File: src/rtl/alert_frame_tx_if.sv
// Byte-stream handshake from the alert framer into the UART transmitter.
// The master drives data/valid; the slave answers with ready.
interface alert_frame_tx_if;
  logic [7:0] tx_data;
  logic       tx_valid;
  logic       tx_ready;

  modport master (
    output tx_data,
    output tx_valid,
    input  tx_ready
  );

  modport slave (
    input  tx_data,
    input  tx_valid,
    output tx_ready
  );
endinterface

File: src/rtl/alert_frame_tx.sv
// Queues qualifying detection events and serialises each one into a
// 6-byte SYNC/SEQ/CLASS/FLAGS/DROPS/CHK record for the UART.
module alert_frame_tx #(
  parameter int         FIFO_DEPTH = 8,
  parameter logic [7:0] SYNC_BYTE  = 8'hA5,
  parameter bit         ALERT_ONLY = 1'b1
) (
  input  logic                        clk_125mhz,
  input  logic                        rst_n,
  input  logic                        det_valid,
  input  logic                        anomaly_flag,
  input  logic [7:0]                  class_label,
  alert_frame_tx_if.master            tx,
  output logic [$clog2(FIFO_DEPTH):0] fifo_level,
  output logic                        busy
);

  localparam int AW = $clog2(FIFO_DEPTH);
  localparam int PW = AW + 1;

  typedef enum logic {IDLE, SEND} state_t;

  state_t        state, state_n;
  logic [8:0]    mem [FIFO_DEPTH];
  logic [PW-1:0] wr_ptr, rd_ptr;
  logic [8:0]    head;
  logic [2:0]    idx;
  logic [7:0]    seq, drop_cnt;
  logic [7:0]    f_seq, f_class;
  logic [7:0]    f_flags, f_drops;
  logic [7:0]    cur_byte;
  logic          empty, full;
  logic          qualify, push_req;
  logic          push, drop;
  logic          pop, last;

  assign empty = (wr_ptr == rd_ptr);
  assign full  = (wr_ptr[AW] != rd_ptr[AW]) &&
                 (wr_ptr[AW-1:0] == rd_ptr[AW-1:0]);

  assign qualify  = !ALERT_ONLY || anomaly_flag ||
                    (class_label != 8'd0);
  assign push_req = det_valid && qualify;
  // Full is judged before any same-cycle pop.
  assign push     = push_req && !full;
  assign drop     = push_req && full;

  assign head       = mem[rd_ptr[AW-1:0]];
  assign fifo_level = wr_ptr - rd_ptr;
  assign busy       = (state != IDLE);

  always_comb begin
    cur_byte = 8'd0;
    case (idx)
      3'd0:    cur_byte = SYNC_BYTE;
      3'd1:    cur_byte = f_seq;
      3'd2:    cur_byte = f_class;
      3'd3:    cur_byte = f_flags;
      3'd4:    cur_byte = f_drops;
      3'd5:    cur_byte = f_seq ^ f_class ^
                          f_flags ^ f_drops;
      default: cur_byte = 8'd0;
    endcase
  end

  always_ff @(posedge clk_125mhz or negedge rst_n) begin
    if (!rst_n) state <= IDLE;
    else        state <= state_n;
  end

  always_comb begin
    state_n     = state;
    pop         = 1'b0;
    last        = 1'b0;
    tx.tx_valid = 1'b0;
    tx.tx_data  = 8'd0;
    unique case (state)
      IDLE: begin
        if (!empty) begin
          pop     = 1'b1;
          state_n = SEND;
        end
      end
      SEND: begin
        tx.tx_valid = 1'b1;
        tx.tx_data  = cur_byte;
        last        = tx.tx_ready && (idx == 3'd5);
        if (last) state_n = IDLE;
      end
    endcase
  end

  always_ff @(posedge clk_125mhz) begin
    if (push) mem[wr_ptr[AW-1:0]] <= {anomaly_flag, class_label};
  end

  always_ff @(posedge clk_125mhz or negedge rst_n) begin
    if (!rst_n) begin
      wr_ptr <= '0;
      rd_ptr <= '0;
    end else begin
      if (push) wr_ptr <= wr_ptr + 1'b1;
      if (pop)  rd_ptr <= rd_ptr + 1'b1;
    end
  end

  always_ff @(posedge clk_125mhz or negedge rst_n) begin
    if (!rst_n) begin
      seq      <= 8'd0;
      drop_cnt <= 8'd0;
      f_seq    <= 8'd0;
      f_class  <= 8'd0;
      f_flags  <= 8'd0;
      f_drops  <= 8'd0;
    end else if (pop) begin
      f_seq    <= seq;
      f_class  <= head[7:0];
      f_drops  <= drop_cnt;
      f_flags  <= {5'd0, drop_cnt != 8'd0,
                   head[7:0] != 8'd0, head[8]};
      seq      <= seq + 8'd1;
      // A drop on the latch cycle belongs to the next frame.
      drop_cnt <= drop ? 8'd1 : 8'd0;
    end else if (drop && drop_cnt != 8'hFF) begin
      drop_cnt <= drop_cnt + 8'd1;
    end
  end

  always_ff @(posedge clk_125mhz or negedge rst_n) begin
    if (!rst_n) begin
      idx <= 3'd0;
    end else if (pop) begin
      idx <= 3'd0;
    end else if (tx.tx_valid && tx.tx_ready) begin
      idx <= last ? 3'd0 : idx + 3'd1;
    end
  end

endmodule

File: src/flat_wrapper.sv
// flat-port wrapper written by rule: the top's interface ports become plain ports
module alert_frame_tx_flat 
#(
  parameter int         FIFO_DEPTH = 8,
  parameter logic [7:0] SYNC_BYTE  = 8'hA5,
  parameter bit         ALERT_ONLY = 1'b1
)
  (clk_125mhz, rst_n, det_valid, anomaly_flag, class_label, fifo_level, busy, tx_tx_data, tx_tx_valid, tx_tx_ready);
  alert_frame_tx_if tx_i ();
  input  logic clk_125mhz;
  input  logic rst_n;
  input  logic det_valid;
  input  logic anomaly_flag;
  input  logic [7:0] class_label;
  output logic [$clog2(FIFO_DEPTH):0] fifo_level;
  output logic busy;
  output wire logic [$bits(tx_i.tx_data)-1:0] tx_tx_data;
  output wire logic [$bits(tx_i.tx_valid)-1:0] tx_tx_valid;
  input wire logic [$bits(tx_i.tx_ready)-1:0] tx_tx_ready;
  assign tx_tx_data = tx_i.tx_data;
  assign tx_tx_valid = tx_i.tx_valid;
  assign tx_i.tx_ready = tx_tx_ready;
  alert_frame_tx #(.FIFO_DEPTH(FIFO_DEPTH), .SYNC_BYTE(SYNC_BYTE), .ALERT_ONLY(ALERT_ONLY)) u_core (.clk_125mhz(clk_125mhz), .rst_n(rst_n), .det_valid(det_valid), .anomaly_flag(anomaly_flag), .class_label(class_label), .tx(tx_i), .fifo_level(fifo_level), .busy(busy));
endmodule
File: config.mk
export PLATFORM = sky130hd
export DESIGN_NAME = alert_frame_tx_flat
export DESIGN_NICKNAME = d
export VERILOG_FILES = /design/src/rtl/alert_frame_tx_if.sv /design/src/rtl/alert_frame_tx.sv /design/src/flat_wrapper.sv
export SDC_FILE = /design/constraint.sdc
export NUM_CORES = 1
export LEC_CHECK = 0
export CAP_MARGIN = 5
export CORE_MARGIN = 2
export CORE_UTILIZATION = 50
export CTS_BUF_LIST = sky130_fd_sc_hd__clkbuf_16
export DETAILED_ROUTE_END_ITERATION = 12
export PLACE_DENSITY = 0.68
export SETUP_SLACK_MARGIN = 0.2
export SLEW_MARGIN = 20
export SYNTH_ARGS = -nofsm -noshare
export SYNTH_HDL_FRONTEND = slang
export SYNTH_SLANG_ARGS = --single-unit
File: constraint.sdc
create_clock -name clk_125mhz -period 4.7 [get_ports clk_125mhz]
set_input_delay 0.705 -clock clk_125mhz [delete_from_list [all_inputs] [get_ports clk_125mhz]]
set_output_delay 0.705 -clock clk_125mhz [all_outputs]
set_load 0.02 [all_outputs]
==> flow_metrics.tcl <==
set metrics [dict create \
    worst-r2r-cell-count 7 \
    final.setup.tns_ns 0 \
    holdWs_ns 0.415 \
    fp.dieH_um 111 \
    portBuffers 26 \
    fin_crit_sh_pct 74.1 \
    r2r_slack_ns 1.40 \
    worst_ir_drop_vdd_mv 0.405 \
    finalHoldViolCount 0 \
    max-slew-margin-rel_pct 36.6 \
    clk_root_buffer_cell "clkbuf_16" \
    total_power_mw 4.56 \
    netlist_area_sq_um 5750 \
    hp-class "input pin to asynchronous set/reset pin" \
    syn_avg_cell_area_sq_um 13.8 \
    cts_buffers 17 \
    maxSlewViolCount 0 \
    cts_sinks 127 \
    critPathArrivalTime_ns 2.78 \
    cts_tree "done" \
    viasPerCell 5.79 \
    die_area_sq_um 12400 \
    gp_congestion 0.806 \
    synth_mux_area_share_pct 11.0 \
    ys_warn_count 0 \
    syn-num-nets 444 \
    totalWireLength_mm 10.9 \
    synth_compound_gate_area_share_pct 7.37 \
    wl_per_cell_um 18.1 \
    grt-ovfl-total 0 \
    dp_hpwl_mm 7.37 \
    finalClockSkew_ns 0.0104 \
    drive_above_1_share_pct 17.6 \
    maxCapViolations 0 \
    yosys.area_share.simple_pct 9.15 \
    area_growth_pct 17.4 \
    start_util_pct 50.8 \
    leakagePower_nw 2.58 \
    synthXorXnorAreaFrac_pct 5.31 \
    diodes 0 \
    first_iter_violations 247 \
    grt_pass1_vias 3431 \
    drtAntennaViolNets 0 \
    cts_hold_buf 0 \
    synth.distinct_cells 56 \
    synthArstFlopShare_pct 43.3 \
    critPathKind "flip-flop to output port" \
    crit_path_start_kind "flip-flop" \
    antenna_found_initial 0 \
    io_pins 27 \
    grt_max_degree 56 \
    fmax_mhz 287 \
    grtUsageTotal_pct 19.3 \
    clock_latency_ns 0.41 \
    synthAdderAreaFrac_pct 3.17 \
    cts_buffer_depth 2 \
    critical_path.max_fanout 15 \
    dr.pass1.iters 5 \
    worst_slew_pin_slew_ns 0.947 \
    core_sq_um 11300 \
    synth_top_family_by_area "multiplexers" \
    rsz0062_at_grt "no" \
    setup_violations 0 \
    synth_edf_count 72 \
    cts_resized 0 \
    r2r_start "u_core.rd_ptr[2]" \
    required_ns 3.99 \
    status "finished, final reports clean" \
    clk_transition_reported_paths_ns 0.06 \
    final_nets 475 \
    die_w_um 111 \
    synth-seq-cells 127 \
    dr_total_vias 3498 \
    period_minus_slack_ns 3.48 \
    core.rowCount 39 \
    postCtsSetupBuffers 0 \
    remaining_drc_errors 0 \
    cts-htree-levels 4 \
    worstSetupEndpointType "output port" \
    grt_pass1_wl_mm 18.4 \
    syn_inst 417 \
    p_per_area_nw_per_um2 675 \
    r2r_end "u_core.mem[3][8]" \
    ys.flop_type "edfxtp_1" \
    ys_seq_area_share_pct 61.5 \
]
[report_power, final]
group	switching [mW]	internal (mW)	leakage, nW	total (mW)
Combinational	0.818	0.751	0.930	1.57
Clock	0.500	0.788	0.291	1.29
Sequential	0.255	1.45	1.36	1.70
[metrics by stage]
step,cell area (sq um),worst slack (ns),instances,util [%]
6_report,6760,1.22,604,59.7
5_1_grt,6760,1.01,604,59.7
4_1_cts,6750,1.23,604,59.6
3_5_place_dp,6160,1.28,572,54.4
3_3_place_gp,6160,1.09,572,54.4
2_1_floorplan,5750,1.44,417,-
[per-layer routing]
| layer | part of all wire, % | GRT usage, % | wire length, um |
|---|---|---|---|
| met3 | 5.1 | 4.59 | 561 |
| met5 | 0 | 0 | 0 |
| met1 | 45 | 26.3 | 4950 |
| met2 | 48 | 30.4 | 5300 |
| met4 | 1.2 | 7.00 | 135 |
[cell usage after synthesis (all sizes together), types with 5 or more instances]
master	count	area share, %
clkbuf	13	0.85
a21oi	17	1.5
buf	8	0.80
mux2i	7	1.2
o21ai	17	1.5
nand3	11	0.96
a222oi	5	0.87
nor3	5	0.43
xnor2	25	3.8
edfxtp	72	38
mux4	18	7.0
nand2	42	2.7
mux2	14	2.7
dfrtp	55	24
inv	13	0.85
ha	13	2.8
nor2	16	1.0
xor2	9	1.5
nand4	5	0.54
[flip-flops by register name, summed over array words and instances (netlist names)]
register and flops:
u_core.busy 1, u_core.drop_cnt 8, u_core.f_class 8, u_core.f_drops 8
u_core.f_flags 3, u_core.f_seq 8, u_core.idx 3, u_core.mem 72
u_core.rd_ptr 4, u_core.seq 8, u_core.wr_ptr 4
[layout by cell type (no fill, tap or decap), types with 3 or more instances in the layout]
cell and count:
edfxtp_1 72, dfrtp_1 55, nand2_1 42, xnor2_1 25, clkdlybuf4s50_1 25, mux4_2 18
a21oi_1 17, o21ai_0 17, clkbuf_16 17, nor2_1 16, mux2_2 14, inv_1 13
ha_1 13, nand3_1 11, xor2_1 8, mux2i_1 7, buf_4 7, inv_6 6
a222oi_1 5, nand4_1 5, or4_1 4, nor3_1 4, and4_1 4, nor2b_1 3
nand2b_1 3, a221o_1 3, clkinv_4 3
[layout make-up]
type	instances	area, sq um
Clock buffer	17	425
Clock inverter	15	160
Fill cell	896	4570
Inverter	13	48.8
Multi-Input combinational cell	256	2100
Sequential cell	127	3540
Tap cell	143	179
Timing Repair Buffer	33	308
[worst max path at each step]
stage / startpoint / to / slack, ns / cells after the start
after global placement: class_label[6] / u_core.mem[2][7] / 1.09 / 6
after floorplan: u_core.rd_ptr[1] / u_core.mem[0][0] / 1.44 / 10
after global routing: u_core.idx[2] / tx_tx_data[2] / 1.01 / 6
after detailed placement: class_label[6] / u_core.mem[3][6] / 1.28 / 6
after CTS: u_core.idx[2] / tx_tx_data[2] / 1.23 / 6
final: u_core.idx[2] / tx_tx_data[2] / 1.22 / 6
[critical path: stages, from the launching register on]
cell and delay (ns):
dfrtp_1 0.64, inv_1 0.23, ha_1 0.31, o41ai_1 0.36, buf_4 0.21, a21oi_1 0.05
clkdlybuf4s50_1 0.56
[logic make-up (layout without fill, tap and decap cells)]
family	count (synthesis)	in the layout
and+or+nand+nor	106	106
xor gates and xnor gates	34	34
DFF	127	127
muxes	39	39
adders and majority gates	14	14
buffers and inverters	34	78
AOI/OAI and AO/OA	63	63
Power figures use the tool's default switching activity.
==> RTL change 1: new RTL, same flow settings <==
`FIFO_DEPTH` is set to 8 in 2 places; all go to 16.
--- a/src/rtl/alert_frame_tx.sv
+++ b/src/rtl/alert_frame_tx.sv
@@ -3,3 +3,3 @@
 module alert_frame_tx #(
-  parameter int         FIFO_DEPTH = 8,
+  parameter int         FIFO_DEPTH = 16,
   parameter logic [7:0] SYNC_BYTE  = 8'hA5,
--- a/src/flat_wrapper.sv
+++ b/src/flat_wrapper.sv
@@ -3,3 +3,3 @@
 #(
-  parameter int         FIFO_DEPTH = 8,
+  parameter int         FIFO_DEPTH = 16,
   parameter logic [7:0] SYNC_BYTE  = 8'hA5,
Ports: changed (resized fifo_level); port bits go from 27 to 28. No check against the original RTL was run, so the function may have changed too.
==> RTL change 1 against the unedited design <==
- final area grew 49%
- setup slack worse by 0.46 ns
- clock power grew 36%
- synthesized area grew 51%
- total power grew 34%
- sequential cell count rose by 74
- wire length rose by 64%
- register-to-register slack better by 0.26 ns
==> RTL change 1: results (changes against the unedited design) <==
Critical path
  • Reg2reg start: u_core.wr_ptr[2]$_DFFE_PN0P_
  • Delay of the slowest critical-path stage: 0.69 ns (+0.05 ns)
  • Slowest stage cell, crit path: clkdlybuf4s50_1
  • Reg-to-reg endpoint: u_core.mem[3][0]$_DFFE_PP_

Clocking
  • Num CTS Buffers: 22 (+5)
  • CTS Buffer Depth: 3 (+1)
  • Htree depth: 1 (-3)

Synth
  • Post-Syn Nets: 626 (+41%)
  • Seq/Total Area, Yosys: 0.663 (+0.0485)
  • Asr flop ratio synth: 0.284 (-0.149)
  • Ranking of synthesized cells by area: edfxtp_1, dfrtp_1, mux4_2

Place
  • HPWL after DPL: 11.8 mm (+60%)
  • Pre-CTS setup slack: 1.32 ns (+0.0398 ns)
  • GP Congestion: 0.862 (+7.0%)
  • Buffers on Ports: 27 (+3.8%)

Outcome
  • Status: finished, final reports clean

Cells and area
  • Max FFs per register: 144 (+100%)
  • Layout cell share with drive strength beyond 1: 0.159 (-0.0171)

Global route
  • Vias in the first global route: 5224 (+52%)
  • Largest net degree at the start of global routing: 58 (+3.6%)
  • First-pass GRT wire length: 28.6 mm (+56%)

STA
  • Worst clock skew: 0.0170 ns (+0.00664 ns)
  • Measured slew at the worst slew-check pin: 0.763 ns (-0.184 ns)
  • WHS: 0.340 ns (-0.0742 ns)

Routing
  • Vias/cell: 5.71 (-1.4%)

Power
  • Lkg Pwr: 3.74 nW (+45%)
[RTL change 1: changes by cell type after synthesis, sizes merged, moves of 5 or more]
cell,delta
nand4,+5
nand2,+54
mux2,-13
nor2,+14
a22oi,+12
clkbuf,+10
mux2i,-6
edfxtp,+72
mux4,+20
[RTL change 1: logic make-up after synthesis]
kind of cell,after synthesis,synth area share
multiplexers,40,0.101
AO/OA/AOI/OAI,73,0.0553
AND/OR/NAND/NOR,179,0.0927
XOR/XNOR,37,0.0374
flip-flops,201,0.663
adder cells (fa/ha/maj),18,0.0268
buffers and inverters,47,0.0232
[RTL change 1: worst max path at each step]
stage                            startpoint                         end  slack, ns  depth (start not counted)
5_1_grt           u_core.idx[0]$_DFFE_PN0P_               tx_tx_data[5]       0.50                          8
3_3_place_gp      u_core.idx[0]$_DFFE_PN0P_               tx_tx_data[5]       1.44                          8
6_report          u_core.idx[0]$_DFFE_PN0P_               tx_tx_data[5]       0.76                          8
2_1_floorplan  u_core.rd_ptr[1]$_DFFE_PN0P_  u_core.mem[3][0]$_DFFE_PP_       1.39                         10
4_1_cts           u_core.idx[0]$_DFFE_PN0P_               tx_tx_data[5]       0.82                          8
3_5_place_dp                 class_label[0]  u_core.mem[2][8]$_DFFE_PP_       1.32                          9
[RTL change 1: layer usage]
metal / share of wire / track usage / routed length (um) / vias up
li1: - / - / - / 2320
met5: 0 / 0 / 0 / -
met4: 0.021 / 0.0561 / 372 / 0
met2: 0.50 / 0.346 / 8960 / 159
met3: 0.057 / 0.0340 / 1020 / 30
met1: 0.42 / 0.278 / 7590 / 2556
[RTL change 1: area by class of cell]
class | instances | area [um2]
clock inverters | 18 | 206
fillers | 1346 | 7040
multi-input cells | 347 | 2730
repair buffers | 57 | 490
well taps | 225 | 282
flip-flops and latches | 201 | 5750
clock buffers | 22 | 551
inverters | 17 | 63.8
[RTL change 1: critical path: cells and delay by family, from the launching register on]
family,cells,cell delay [ns]
flops,1,0.44
compound gates,3,0.80
fa+ha+maj,1,0.25
buf+inv,2,0.79
simple gates,2,0.45
[RTL change 1: metrics by stage]
| step | util | total power [mW] | cells | cell area, um2 |
|---|---|---|---|---|
| floorplan | - | 3.73 | 595 | 8670 |
| CTS | 0.588 | 6.18 | 887 | 10100 |
| finish | 0.588 | 6.13 | 887 | 10100 |
| global placement | 0.544 | 4.36 | 847 | 9320 |
| global route | 0.588 | 6.44 | 887 | 10100 |
| detailed placement | 0.544 | 4.41 | 847 | 9320 |
[RTL change 1: report_power, final]
part / total [mW] / internal (mW) / switching, mW
combinational: 1.99 / 0.912 / 1.08
clock: 1.76 / 1.08 / 0.678
sequential: 2.39 / 2.16 / 0.226
total: 6.13 / 4.15 / 1.98
==> RTL change 2: new RTL, same settings <==
Made on the original files. Reset style: synchronous (`rst_n`), changed in 4 clocked blocks.
--- a/src/rtl/alert_frame_tx.sv
+++ b/src/rtl/alert_frame_tx.sv
@@ -65,3 +65,3 @@
 
-  always_ff @(posedge clk_125mhz or negedge rst_n) begin
+  always_ff @(posedge clk_125mhz) begin
     if (!rst_n) state <= IDLE;
@@ -96,3 +96,3 @@
 
-  always_ff @(posedge clk_125mhz or negedge rst_n) begin
+  always_ff @(posedge clk_125mhz) begin
     if (!rst_n) begin
@@ -106,3 +106,3 @@
 
-  always_ff @(posedge clk_125mhz or negedge rst_n) begin
+  always_ff @(posedge clk_125mhz) begin
     if (!rst_n) begin
@@ -128,3 +128,3 @@
 
-  always_ff @(posedge clk_125mhz or negedge rst_n) begin
+  always_ff @(posedge clk_125mhz) begin
     if (!rst_n) begin
Function: differs if rst_n is asserted again (counterexample within 4 cycles, from zero or initial values and one cycle with rst_n low); with rst_n held inactive, the same outputs for 10 cycles.
==> RTL change 2 against the unedited design <==
- setup slack better by 0.059 ns
- sequential cell count is 3 higher
- sequential power is 15% lower
- wire length is 3.4% higher
- highest routed layer unchanged
- synthesized area is 1.2% lower
- maximum frequency is 1.7% higher
- total power is 25% lower
- final area is 1.4% lower
==> RTL change 2: results (changes against the unedited design) <==
Global route
  • Largest net degree at the start of global routing: 43 (-23%)
  • First-pass GRT wire length: 18.4 mm (+0.23%)
  • GRT Total Usage: 0.193 (+0.000632)
  • Vias in the first global route: 3575 (+4.2%)
  • Initial antenna violation count: 0 (unchanged)

Power
  • Lkg Pwr: 2.26 nW (-12%)
  • Max VDD drop: 0.360 mV (-11%)

Critical path
  • Worst R2R Path Depth: 7 (unchanged)
  • Family with the most delay on the worst path: buffers and inverters
  • Delay of the slowest critical-path stage: 0.68 ns (+0.04 ns)
  • Slowest stage cell, crit path: dfxtp_1
  • Crit Path Max Fanout: 18 (+3)
  • Worst EP arrival: 2.72 ns (-0.06 ns)

Outcome
  • Status: finished, final reports clean

Clocking
  • Num CTS Buffers: 17 (unchanged)
  • Post-CTS sizing: 0 (unchanged)
  • Worst-path clk slew: 0.05 ns
  • Htree depth: 4 (unchanged)
  • Root buffer cell: clkbuf_16
  • CTS Buffer Depth: 2 (unchanged)
  • Worst-skew pair later-pin latency: 0.41 ns (about the same)
  • Setup Buffers After CTS: 0 (unchanged)

Routing
  • DR iter-0 viols: 189 (-23%)
  • DR pass1 iterations: 7 (+2)
  • Vias: 3664 (+4.7%)
  • Final WL: 11.3 mm (+3.4%)

Synth
  • Cell variety after synth: 51 (-8.9%)
  • Asr flop ratio synth: 0 (-0.433)
  • Top cells by count, synth: edfxtp_1, dfxtp_1, nand2_1, nor2_1, a21oi_1
  • Ranking of synthesized cells by area: edfxtp_1, dfxtp_1, mux4_2
  • Ys flop type: edfxtp_1
  • Post-Syn Nets: 498 (+12%)
  • Warning count from the yosys run: 0 (unchanged)
  • EDFF count, synth: 72 (unchanged)
  • Seq/Total Area, Yosys: 0.584 (-0.0307)

Place
  • GP Congestion: 0.804 (-0.24%)
  • HPWL after DPL: 7.81 mm (+6.0%)
  • Buffers on Ports: 26 (unchanged)
  • DP Area: 6110 um2 (-0.81%)

Cells and area
  • Antenna Cells: 0 (unchanged)
  • Max FFs per register: 72 (unchanged)
  • Layout cell share with drive strength beyond 1: 0.133 (-0.0422)
  • Final nets: 531 (+12%)
  • Fill count: 868 (-3.1%)

Min path
  • Hold/Removal Path Class: reg2reg
  • Hold path cells: 2

STA
  • Worst clock skew: 0.00498 ns (-0.00542 ns)
  • Rel. slew slack: 0.403 (+0.0372)
## RTL change 2: cells by family (layout without fill, tap and decap cells)
group / count (synthesis) / count (layout) / synth area share
AND/OR/NAND/NOR: 148 / 148 / 0.118
flip-flops: 130 / 130 / 0.584
AO/OA/AOI/OAI: 78 / 78 / 0.0893
buffers and inverters: 39 / 85 / 0.0317
XOR/XNOR: 31 / 31 / 0.0502
multiplexers: 31 / 31 / 0.0946
adder cells (fa/ha/maj): 14 / 14 / 0.0321
## RTL change 2: final cells by class
class	count	share of cell area
clock buffers	17	0.0639
clock inverters	15	0.0184
flip-flops and latches	130	0.499
well taps	140	0.0263
inverters	16	0.00902
multi-input cells	302	0.332
repair buffers	37	0.0515
## RTL change 2: worst paths after layout
kind | slack [ns] | startpoint | endpoint
setup / recovery | 1.28 | u_core.idx[2]$_SDFFE_PP0P_ | tx_tx_data[2]
hold / removal | 0.47 | u_core.f_seq[4]$_SDFFE_PN0P_ | u_core.f_seq[4]$_SDFFE_PN0P_
setup reg to reg | 2.04 | u_core.wr_ptr[0]$_SDFFE_PN0P_ | u_core.drop_cnt[5]$_SDFFE_PN0P_
hold reg to reg | 0.47 | u_core.f_seq[4]$_SDFFE_PN0P_ | u_core.f_seq[4]$_SDFFE_PN0P_
## RTL change 2: report_power, final
part           internal (mW)  switching (mW)
combinational          0.369           0.432
sequential              1.30           0.151
clock                  0.721           0.466
## RTL change 2: metal layers
layer / vias up / part of all wire / track usage
li1: 1792 / - / -
met1: 1781 / 0.44 / 0.236
met2: 76 / 0.51 / 0.328
met3: 15 / 0.037 / 0.0487
met4: 0 / 0.015 / 0.0800
met5: - / 0 / 0
## RTL change 2: metrics by stage
step                utilization  hold WS (ns)  power [mW]  setup WS, ns  std cells
CTS                       0.606         0.477        3.47          1.30        657
detailed placement        0.557         0.469        2.28          1.41        625
global placement          0.556         0.468        2.26          1.47        625
finish                    0.606         0.473        3.44          1.28        657
floorplan                     -         0.444        2.04          2.08        471
global route              0.606         0.503        3.60          1.06        657
## RTL change 2: worst reg2reg max path, cell delays in order (launching register included)
cell	delay, ns
dfxtp_1	0.46
inv_1	0.14
ha_1	0.40
nand3_2	0.16
o21bai_4	0.55
nand2_2	0.27
or4_1	0.55
nand2_1	0.07
